<file path="config.mk">
export PLATFORM = sky130hd
export DESIGN_NAME = systolic_drain
export DESIGN_NICKNAME = d
export VERILOG_FILES = /design/src/rtl/systolic_drain.sv
export SDC_FILE = /design/constraint.sdc
export NUM_CORES = 1
export LEC_CHECK = 0
export CAP_MARGIN = 20
export CORE_ASPECT_RATIO = 1.2
export CORE_UTILIZATION = 41
export CTS_CLUSTER_DIAMETER = 150
export CTS_CLUSTER_SIZE = 12
export DETAILED_ROUTE_END_ITERATION = 10
export PLACE_DENSITY = 0.73
export SLEW_MARGIN = 20
export SYNTH_ARGS = -nofsm -noshare
export SYNTH_HDL_FRONTEND = slang
export SYNTH_SLANG_ARGS = --single-unit
</file>
<file path="constraint.sdc">
create_clock -name clk -period 3.3 [get_ports clk]
set_input_delay 0.33 -clock clk [delete_from_list [all_inputs] [get_ports clk]]
set_output_delay 0.33 -clock clk [all_outputs]
set_load 0.02 [all_outputs]
</file>
<file path="src/rtl/systolic_drain.sv">
// Collects per-row result beats from the systolic array and turns them into banked memory writes.
// Latency: one cycle from an accepted beat to its bank write; done coincides with the final write.
// No backpressure: every valid beat is accepted in the cycle it arrives, because the array cannot stall.
module systolic_drain #(
  parameter int D_W_ACC    = 16,
  parameter int N1         = 4,
  parameter int N2         = 4,
  parameter int M          = 8,
  parameter int DROP_TILES = 1
) (
  input  logic                              clk,
  input  logic                              rst,
  input  logic                              start,
  input  logic [D_W_ACC-1:0]                D       [N1-1:0],
  input  logic [N1-1:0]                     valid_D,
  output logic [N1-1:0]                     wr_en,
  output logic [$clog2((M*M)/N1)-1:0]       wr_addr [N1-1:0],
  output logic [D_W_ACC-1:0]                wr_data [N1-1:0],
  output logic                              busy,
  output logic                              done,
  output logic                              err_overrun
);

  localparam int A_W   = $clog2((M*M)/N1);
  localparam int PIX   = M / N2;
  localparam int TILES = DROP_TILES + (M/N1)*(M/N2);
  localparam int C_W   = (N2 > 1) ? $clog2(N2) : 1;
  localparam int T_W   = (TILES > 1) ? $clog2(TILES) : 1;

  typedef enum logic [1:0] {S_IDLE, S_RUN, S_FIN} state_t;

  state_t              state_q, state_d;

  // Per-row beat/tile counters and completion flags.
  logic [C_W-1:0]      c_q       [N1-1:0];
  logic [C_W-1:0]      c_d       [N1-1:0];
  logic [T_W-1:0]      t_q       [N1-1:0];
  logic [T_W-1:0]      t_d       [N1-1:0];
  logic [N1-1:0]       rdone_q, rdone_d;

  // Registered write port and status outputs.
  logic [N1-1:0]       wr_en_q, wr_en_d;
  logic [A_W-1:0]      wr_addr_q [N1-1:0];
  logic [A_W-1:0]      wr_addr_d [N1-1:0];
  logic [D_W_ACC-1:0]  wr_data_q [N1-1:0];
  logic [D_W_ACC-1:0]  wr_data_d [N1-1:0];
  logic                busy_q, busy_d;
  logic                done_q, done_d;
  logic                err_q, err_d;

  // Per-row combinational helpers.
  logic [A_W-1:0]      k_a       [N1-1:0];
  logic [N1-1:0]       last_beat;
  logic [N1-1:0]       hit;
  logic                all_fin;

  // Per-row beat acceptance: counter stepping, kept-tile address generation, overrun detection.
  always_comb begin
    last_beat = '0;
    hit       = '0;
    rdone_d   = rdone_q;
    wr_en_d   = '0;
    for (int i = 0; i < N1; i++) begin
      c_d[i]       = c_q[i];
      t_d[i]       = t_q[i];
      wr_addr_d[i] = wr_addr_q[i];
      wr_data_d[i] = wr_data_q[i];
      // Index of the kept tile; only meaningful once the dropped tiles are past.
      k_a[i]       = A_W'(t_q[i]) - A_W'(DROP_TILES);
      if (start) begin
        // A beat coincident with start belongs to no run and is dropped.
        c_d[i]     = C_W'(N2-1);
        t_d[i]     = '0;
        rdone_d[i] = 1'b0;
      end else if (state_q == S_RUN && valid_D[i]) begin
        if (rdone_q[i]) begin
          hit[i] = 1'b1;
        end else begin
          if (32'(t_q[i]) >= 32'(DROP_TILES)) begin
            wr_en_d[i]   = 1'b1;
            // Stripe-major, pixel-minor; the column counter runs downward within a tile.
            wr_addr_d[i] = (k_a[i] / A_W'(PIX)) * A_W'(M)
                         + (k_a[i] % A_W'(PIX)) * A_W'(N2)
                         + A_W'(c_q[i]);
            wr_data_d[i] = D[i];
          end
          if (c_q[i] == '0) begin
            c_d[i] = C_W'(N2-1);
            if (t_q[i] == T_W'(TILES-1)) begin
              rdone_d[i]   = 1'b1;
              last_beat[i] = 1'b1;
            end else begin
              t_d[i] = t_q[i] + T_W'(1);
            end
          end else begin
            c_d[i] = c_q[i] - C_W'(1);
          end
        end
      end
    end
  end

  // Global FSM next state and next values of the status outputs.
  always_comb begin
    state_d = state_q;
    all_fin = &(rdone_q | last_beat);
    case (state_q)
      S_IDLE:  if (start) state_d = S_RUN;
      S_RUN:   if (start) state_d = S_RUN;
               else if (all_fin) state_d = S_FIN;
      S_FIN:   if (start) state_d = S_RUN;
               else state_d = S_IDLE;
      default: state_d = S_IDLE;
    endcase
    busy_d = (state_d == S_RUN);
    done_d = (state_d == S_FIN);
    err_d  = start ? 1'b0 : (err_q | (|hit));
  end

  // FSM state and status output registers.
  always_ff @(posedge clk or posedge rst) begin
    if (rst) begin
      state_q <= S_IDLE;
      busy_q  <= 1'b0;
      done_q  <= 1'b0;
      err_q   <= 1'b0;
      rdone_q <= '0;
      wr_en_q <= '0;
    end else begin
      state_q <= state_d;
      busy_q  <= busy_d;
      done_q  <= done_d;
      err_q   <= err_d;
      rdone_q <= rdone_d;
      wr_en_q <= wr_en_d;
    end
  end

  // Per-row counters and write address/data registers.
  always_ff @(posedge clk or posedge rst) begin
    if (rst) begin
      for (int i = 0; i < N1; i++) begin
        c_q[i]       <= '0;
        t_q[i]       <= '0;
        wr_addr_q[i] <= '0;
        wr_data_q[i] <= '0;
      end
    end else begin
      for (int i = 0; i < N1; i++) begin
        c_q[i]       <= c_d[i];
        t_q[i]       <= t_d[i];
        wr_addr_q[i] <= wr_addr_d[i];
        wr_data_q[i] <= wr_data_d[i];
      end
    end
  end

  assign wr_en       = wr_en_q;
  assign wr_addr     = wr_addr_q;
  assign wr_data     = wr_data_q;
  assign busy        = busy_q;
  assign done        = done_q;
  assign err_overrun = err_q;

endmodule

</file>
==> flow_summary_export.csv, run 1 <==
group,metric,value,unit
flow_run,drv_cap,0,
cts,clock_sinks,113,
sta,rsz0062_at_grt,"no",
place,globalplace.congestion,0.7685,
synthesis,avgSynthCellArea,13.80,µm²
worst_setup_path,crit_fanout,19,
global_routing,grt_use_total,17.02,%
synthesis,synth.distinct_cells,36,
drt,wl_per_cell,13.92,µm
global_routing,antenna_found_initial,0,
pwr,peakVddDrop,0.3865,mV
drt,viasPerCell,4.714,
sta,fin_skew,4.728,ps
worst_setup_path,cp.required,3580,ps
worst_setup_path,path_class,"flip-flop to flip-flop",
sta,period_share,68.92,%
synthesis,seq_area_frac_synth,59.41,%
floorplanning,dieArea,12050,µm²
floorplanning,ioPinCount,158,
drt,vias,3215,
place,dp_slack,1025,ps
pwr,p_leak,3.272,nW
final_layout,drive_gt1_share,9.091,%
sta,hold_ws,459.1,ps
global_routing,grt_pass1_vias,3430,
final_layout,diodes,0,
sta,setup_slack,1026,ps
synthesis,ys_warn_count,0,
global_routing,grt_overflow,0,
drt,routed_wl,9493,µm
sta,hold_violations,0,
cts,cts_buffers,17,
floorplanning,core-area,11140,µm²
cts,tritoncts,"built",
final_layout,fillCellCount,872,
cts,clk-insertion-delay-late,400,ps
drt,drt_pass1_iterations,4,
worst_setup_path,start_kind,"flip-flop",
synthesis,synth-seq-cells,113,
pwr,power,5.121,mW
outcome,status,"finished, final reports clean",
floorplanning,initial_core_util,42.72,%
floorplanning,core.rowCount,42,
sta,fin_tns_setup,0,ps
place,post-dp-hpwl,6745,µm
sta,report.final.setup_viol,0,
global_routing,busiest_layer,"met2",
cts,postCtsSetupRepairBufs,0,
cts,clock_path_buffers,2,
place,io_buffer_count,157,
drt,drt-initial-drc-count,81,
sta,tightest_slew,852.6,ps
cts,ctsResizeCount,0,
synthesis,synth_cells,345,
worst_setup_path,arrival,2550,ps
hold_path,hold_class,"primary input to async pin",
final_layout,layout.cells.most_common_list,"157 x clkdlybuf4s50_1, 113 x dfrtp_1, 75 x mux2_1, 24 x nor2_1, 22 x inv_1",
sta,max_freq,0.4397,GHz
global_routing,grt_pass1_wl,15870,µm
drt,route.detailed.drc,0,
global_routing,grt_use_met3,5.416,%
drt,ant_nets,0,
sta,finalCriticalPeriod,2274,ps
floorplanning,die_h,120.0,µm
final_layout,area_delta_synth_final,49.24,%
sta,relSlewSlack,43.16,%
global_routing,grt_max_degree,70,
cts,cts_root_buf,"clkbuf_16",
final_layout,fin_nets,604,
global_routing,met1_usage,20.15,%
global_routing,met2_usage,28.25,%
final_layout,final_common_cell,"clkdlybuf4s50_1",
cts,postCtsHoldBufs,0,
worst_setup_path,endpoint_kind,"flip-flop",
synthesis,synth_area,4760,µm²
pwr,power_density,721.0,nW/µm²
cts,htreeDepth,4,
cts,cts.clk_slew.worst_paths,50,ps
floorplanning,die_w,100.4,µm
synthesis,synthesis.nets,432,
sta,drv_slew,0,
## cells in the mapped netlist, drive strengths merged
library cell	number	area [µm²]
nor2	24	90.09
mux2	75	844.6
ha	16	200.2
a21o	1	7.510
nand3	7	45.04
and4bb	4	50.05
a21oi	7	35.03
mux2i	8	80.08
nor2b	1	6.260
o221a	1	11.26
nand2b	1	6.260
o21ai	2	10.00
nand2	13	48.80
a22oi	2	15.01
inv	23	86.33
xor2	4	35.03
nand4	4	25.02
clkbuf	3	11.26
nand3b	4	33.78
xnor2	4	35.03
o32ai	1	8.760
buf	9	85.08
o21bai	1	7.510
nor3	5	63.81
dfrtp	113	2828
nor4	4	25.02
a211o	4	35.03
and3	3	18.77
nand4bb	1	11.26
## power breakdown
part	internal, mW	switching (mW)	total [mW]
sequential	1.70	0.151	1.85
clock	1.28	0.575	1.85
combinational	0.751	0.667	1.42
## worst paths after layout
path	to	from	slack, ps	cells after the start
min reg2reg	wr_data[17]	wr_data[17]	480	1
min	wr_data[12]	rst	460	3
max reg2reg	wr_data[39]	state_q[0]	1030	5
min in group clk	wr_data[17]	wr_data[17]	480	1
max in group asynchronous	wr_en[1]	rst	2160	3
max	wr_data[39]	state_q[0]	1030	5
## routing by layer
metal,share of wire [%],vias to the layer above
met3,5.6,11
met4,1.5,0
met2,51,90
met5,0,-
li1,-,1537
met1,42,1577
## critical path, cell delays in order (launching register included)
cell and delay (ps):
dfrtp_1 450, nor2b_1 540, nand3b_2 240, nor3_4 260
buf_4 290, mux2_1 360
## sequential cells by signal, summed over array words and instances, names as in the netlist
signal and cells:
wr_data 64, busy 1, wr_en 4, wr_addr 16, c_q 8, t_q 12
rdone_q 4, err_overrun 1, done 1, state_q 2
## through the flow
stage | instance area [µm²] | utilization [%] | std cells
after floorplan | 4763 | - | 345
after global placement | 6497 | 58.32 | 652
after detailed placement | 6497 | 58.32 | 652
after CTS | 7103 | 63.76 | 682
after global routing | 7103 | 63.76 | 682
final | 7103 | 63.76 | 682
## cell families (layout without fill, tap and decap cells)
family,after synthesis,after routing,share of synthesized area (%)
AOI/OAI and AO/OA,19,19,2.734
adders and majority gates,16,16,4.206
DFF,113,113,59.41
buffers and inverters,35,218,3.838
xor gates and xnor gates,8,8,1.472
and+or+nand+nor,71,71,8.912
muxes,83,83,19.43
## cell type report
class | instances | area [µm²] | area share, %
tap | 154 | 192.7 | 2.713
clock buffer | 25 | 505.5 | 7.116
timing repair buffer | 165 | 1632 | 22.97
multi-input combinational | 197 | 1755 | 24.71
sequential | 113 | 2828 | 39.81
inverter | 23 | 90.09 | 1.268
clock inverter | 5 | 100.1 | 1.409
Power figures use the tool's default switching activity.
==> run 2: changes to the inputs <==
--- a/config.mk
+++ b/config.mk
@@ -7,11 +7,11 @@
 export LEC_CHECK = 0
 export CAP_MARGIN = 20
 export CORE_ASPECT_RATIO = 1.2
-export CORE_UTILIZATION = 41
+export CORE_UTILIZATION = 46
 export CTS_CLUSTER_DIAMETER = 150
 export CTS_CLUSTER_SIZE = 12
 export DETAILED_ROUTE_END_ITERATION = 10
-export PLACE_DENSITY = 0.73
+export PLACE_DENSITY = 0.77
 export SLEW_MARGIN = 20
 export SYNTH_ARGS = -nofsm -noshare
 export SYNTH_HDL_FRONTEND = slang
==> constraint.sdc (replaced) <==
create_clock -name clk -period 2.3 [get_ports clk]
set_input_delay 0.23 -clock clk [delete_from_list [all_inputs] [get_ports clk]]
set_output_delay 0.23 -clock clk [all_outputs]
set_load 0.02 [all_outputs]
==> run 2 against run 1 <==
  * Utilization rose by 7.7 points
  * Die area fell by 11%
  * Fmax rose by 17%
  * Count of clock-buffer cells in the layout fell by 5
  * Global-route usage rose by 2.6 points
  * Flip-flop and latch count did not move
  * Critical path type unchanged
  * Largest cell class unchanged
==> flow_summary_export.csv, run 2 (synthesis results as in run 1) <==
group,metric,value,unit
outcome,status,"finished, final reports clean",
drt,drt-initial-drc-count,143,
final_layout,fin_area,7184,µm²
sta,report.final.setup_viol,0,
final_layout,drive_gt1_share,9.944,%
drt,viasPerCell,4.938,
floorplanning,core.rowCount,40,
floorplanning,dieArea,10760,µm²
worst_setup_path,endpoint_kind,"flip-flop",
pwr,power,7.591,mW
pwr,internal-power,5.543,mW
place,globalplace.congestion,0.7586,
cts,clock_sinks,113,
floorplanning,initial_core_util,47.31,%
worst_setup_path,arrival,2220,ps
global_routing,met2_usage,33.09,%
cts,cts_buffers,17,
hold_path,hold_class,"primary input to async pin",
final_layout,layout.cells.most_common_list,"157 x clkdlybuf4s50_1, 113 x dfrtp_1, 75 x mux2_1, 24 x nor2_1, 22 x inv_1",
worst_setup_path,crit_fanout,21,
cts,tritoncts,"built",
place,io_buffer_count,157,
worst_setup_path,worst_path_max_delay_cell,"dfrtp_1",
sta,max_freq,0.5165,GHz
cts,cts_root_buf,"clkbuf_16",
floorplanning,core-area,10060,µm²
global_routing,grt_pass1_wl,16060,µm
drt,vias,3254,
drt,routed_wl,9771,µm
place,post-dp-hpwl,6791,µm
cts,postCtsSetupRepairBufs,0,
final_layout,fillCellCount,692,
final_layout,seqCellArea,2828,µm²
pwr,power_density,1057,nW/µm²
drt,ant_nets,0,
pwr,p_leak,3.318,nW
final_layout,largest_register_ffs,64,
global_routing,grt_overflow,0,
sta,tightest_slew,562.4,ps
cts,clock_path_buffers,2,
worst_setup_path,critPathMaxStageDelay,380,ps
sta,rsz0062_at_grt,"no",
place,place_area,6535,µm²
sta,hold_violations,0,
global_routing,grt_pass1_vias,3459,
final_layout,fin_nets,607,
drt,route.detailed.drc,0,
global_routing,grt_max_degree,77,
sta,fin_tns_setup,0,ps
flow_run,drv_cap,0,
cts,cts.clk_slew.worst_paths,50,ps
pwr,switching_share,26.98,%
global_routing,met1_usage,22.92,%
final_layout,multi_input_area,1755,µm²
cts,ctsResizeCount,0,
pwr,p_seq_share,35.0,%
sta,finalCriticalPeriod,1936,ps
drt,wl_per_cell,14.83,µm
floorplanning,die_h,113.4,µm
pwr,p_switching,2.048,mW
drt,drt_pass1_iterations,4,
pwr,p_comb_share,26.9,%
worst_setup_path,cp.required,2580,ps
floorplanning,ioPinCount,158,
final_layout,diodes,0,
global_routing,grt_use_total,19.62,%
worst_setup_path,start_kind,"flip-flop",
cts,postCtsHoldBufs,0,
worst_setup_path,cpMostUsedCell,"buf_4",
pwr,pwr-share-clk,38.1,%
sta,fin_skew,7.359,ps
global_routing,grt_use_met3,7.000,%
final_layout,fin_util,71.42,%
cts,htreeDepth,4,
global_routing,antenna_found_initial,0,
cts,clk-insertion-delay-late,400,ps
global_routing,busiest_layer,"met2",
pwr,peakVddDrop,0.6097,mV
floorplanning,die_w,94.86,µm
final_layout,area_delta_synth_final,50.95,%
worst_setup_path,path_class,"flip-flop to flip-flop",
final_layout,final_common_cell,"clkdlybuf4s50_1",
worst_setup_path,crit_chain,"nor2b_1, buf_4, nand3_2, nor3_4, buf_4, mux2_1",
sta,drv_slew,0,
sta,period_share,84.18,%
sta,relSlewSlack,62.16,%
==> run 2: cell count changes in the layout (fill, tap and decap cells not counted), sizes merged <==
| cell | previous run | this run |
|---|---|---|
| clkinvlp | 1 | 2 |
| buf | 8 | 11 |
| clkbuf | 25 | 20 |
| bufinv | 3 | 6 |
| clkinv | 2 | 5 |
==> run 2: critical path: cells and delay by family, from the launching register on <==
family | cells | cell delay [ps]
DFF | 1 | 380
buffers and inverters | 2 | 480
muxes | 1 | 360
and+or+nand+nor | 3 | 590
==> run 2: final cells by class <==
cell class | instances | area share [%]
Clock buffer | 20 | 6.078
Clock inverter | 12 | 2.961
Inverter | 23 | 1.254
Multi-Input combinational cell | 197 | 24.43
Sequential cell | 113 | 39.36
Tap cell | 126 | 2.194
Timing Repair Buffer | 168 | 23.72
==> run 2: metal layers <==
layer | up-vias | wire [µm]
met5 | - | 0
met4 | 0 | 110
met3 | 12 | 617
met2 | 90 | 5054
met1 | 1607 | 3988
li1 | 1545 | -
==> run 2: final timing paths <==
| path | cells past startpoint | slack, ps | from | endpoint |
|---|---|---|---|---|
| min in group clk | 2 | 420 | D[6] | wr_data[6] |
| min reg2reg | 1 | 480 | wr_data[17] | wr_data[17] |
| max in group asynchronous | 3 | 1630 | rst | wr_data[21] |
| max reg2reg | 6 | 360 | state_q[1] | wr_data[11] |
| max | 6 | 360 | state_q[1] | wr_data[11] |
| min | 3 | 300 | rst | c_q[1] |
==> run 2: power by group through the flow <==
stage	registers [mW]	logic, mW	clock network [mW]
after floorplan	3.22	0.384	0
after global placement	2.67	2.02	0
after detailed placement	2.69	2.06	0
after CTS	2.66	2.08	2.93
after global routing	2.72	2.17	3.04
final	2.66	2.04	2.89
==> run 2: stage by stage <==
step	hold WS [ps]	instances	setup slack [ps]
3_5_place_dp	474.3	627	312.1
5_1_grt	355.2	659	251.3
2_1_floorplan	364.7	345	645.3
6_report	303.1	659	363.8
4_1_cts	315.5	659	346.0
3_3_place_gp	466.2	627	376.1
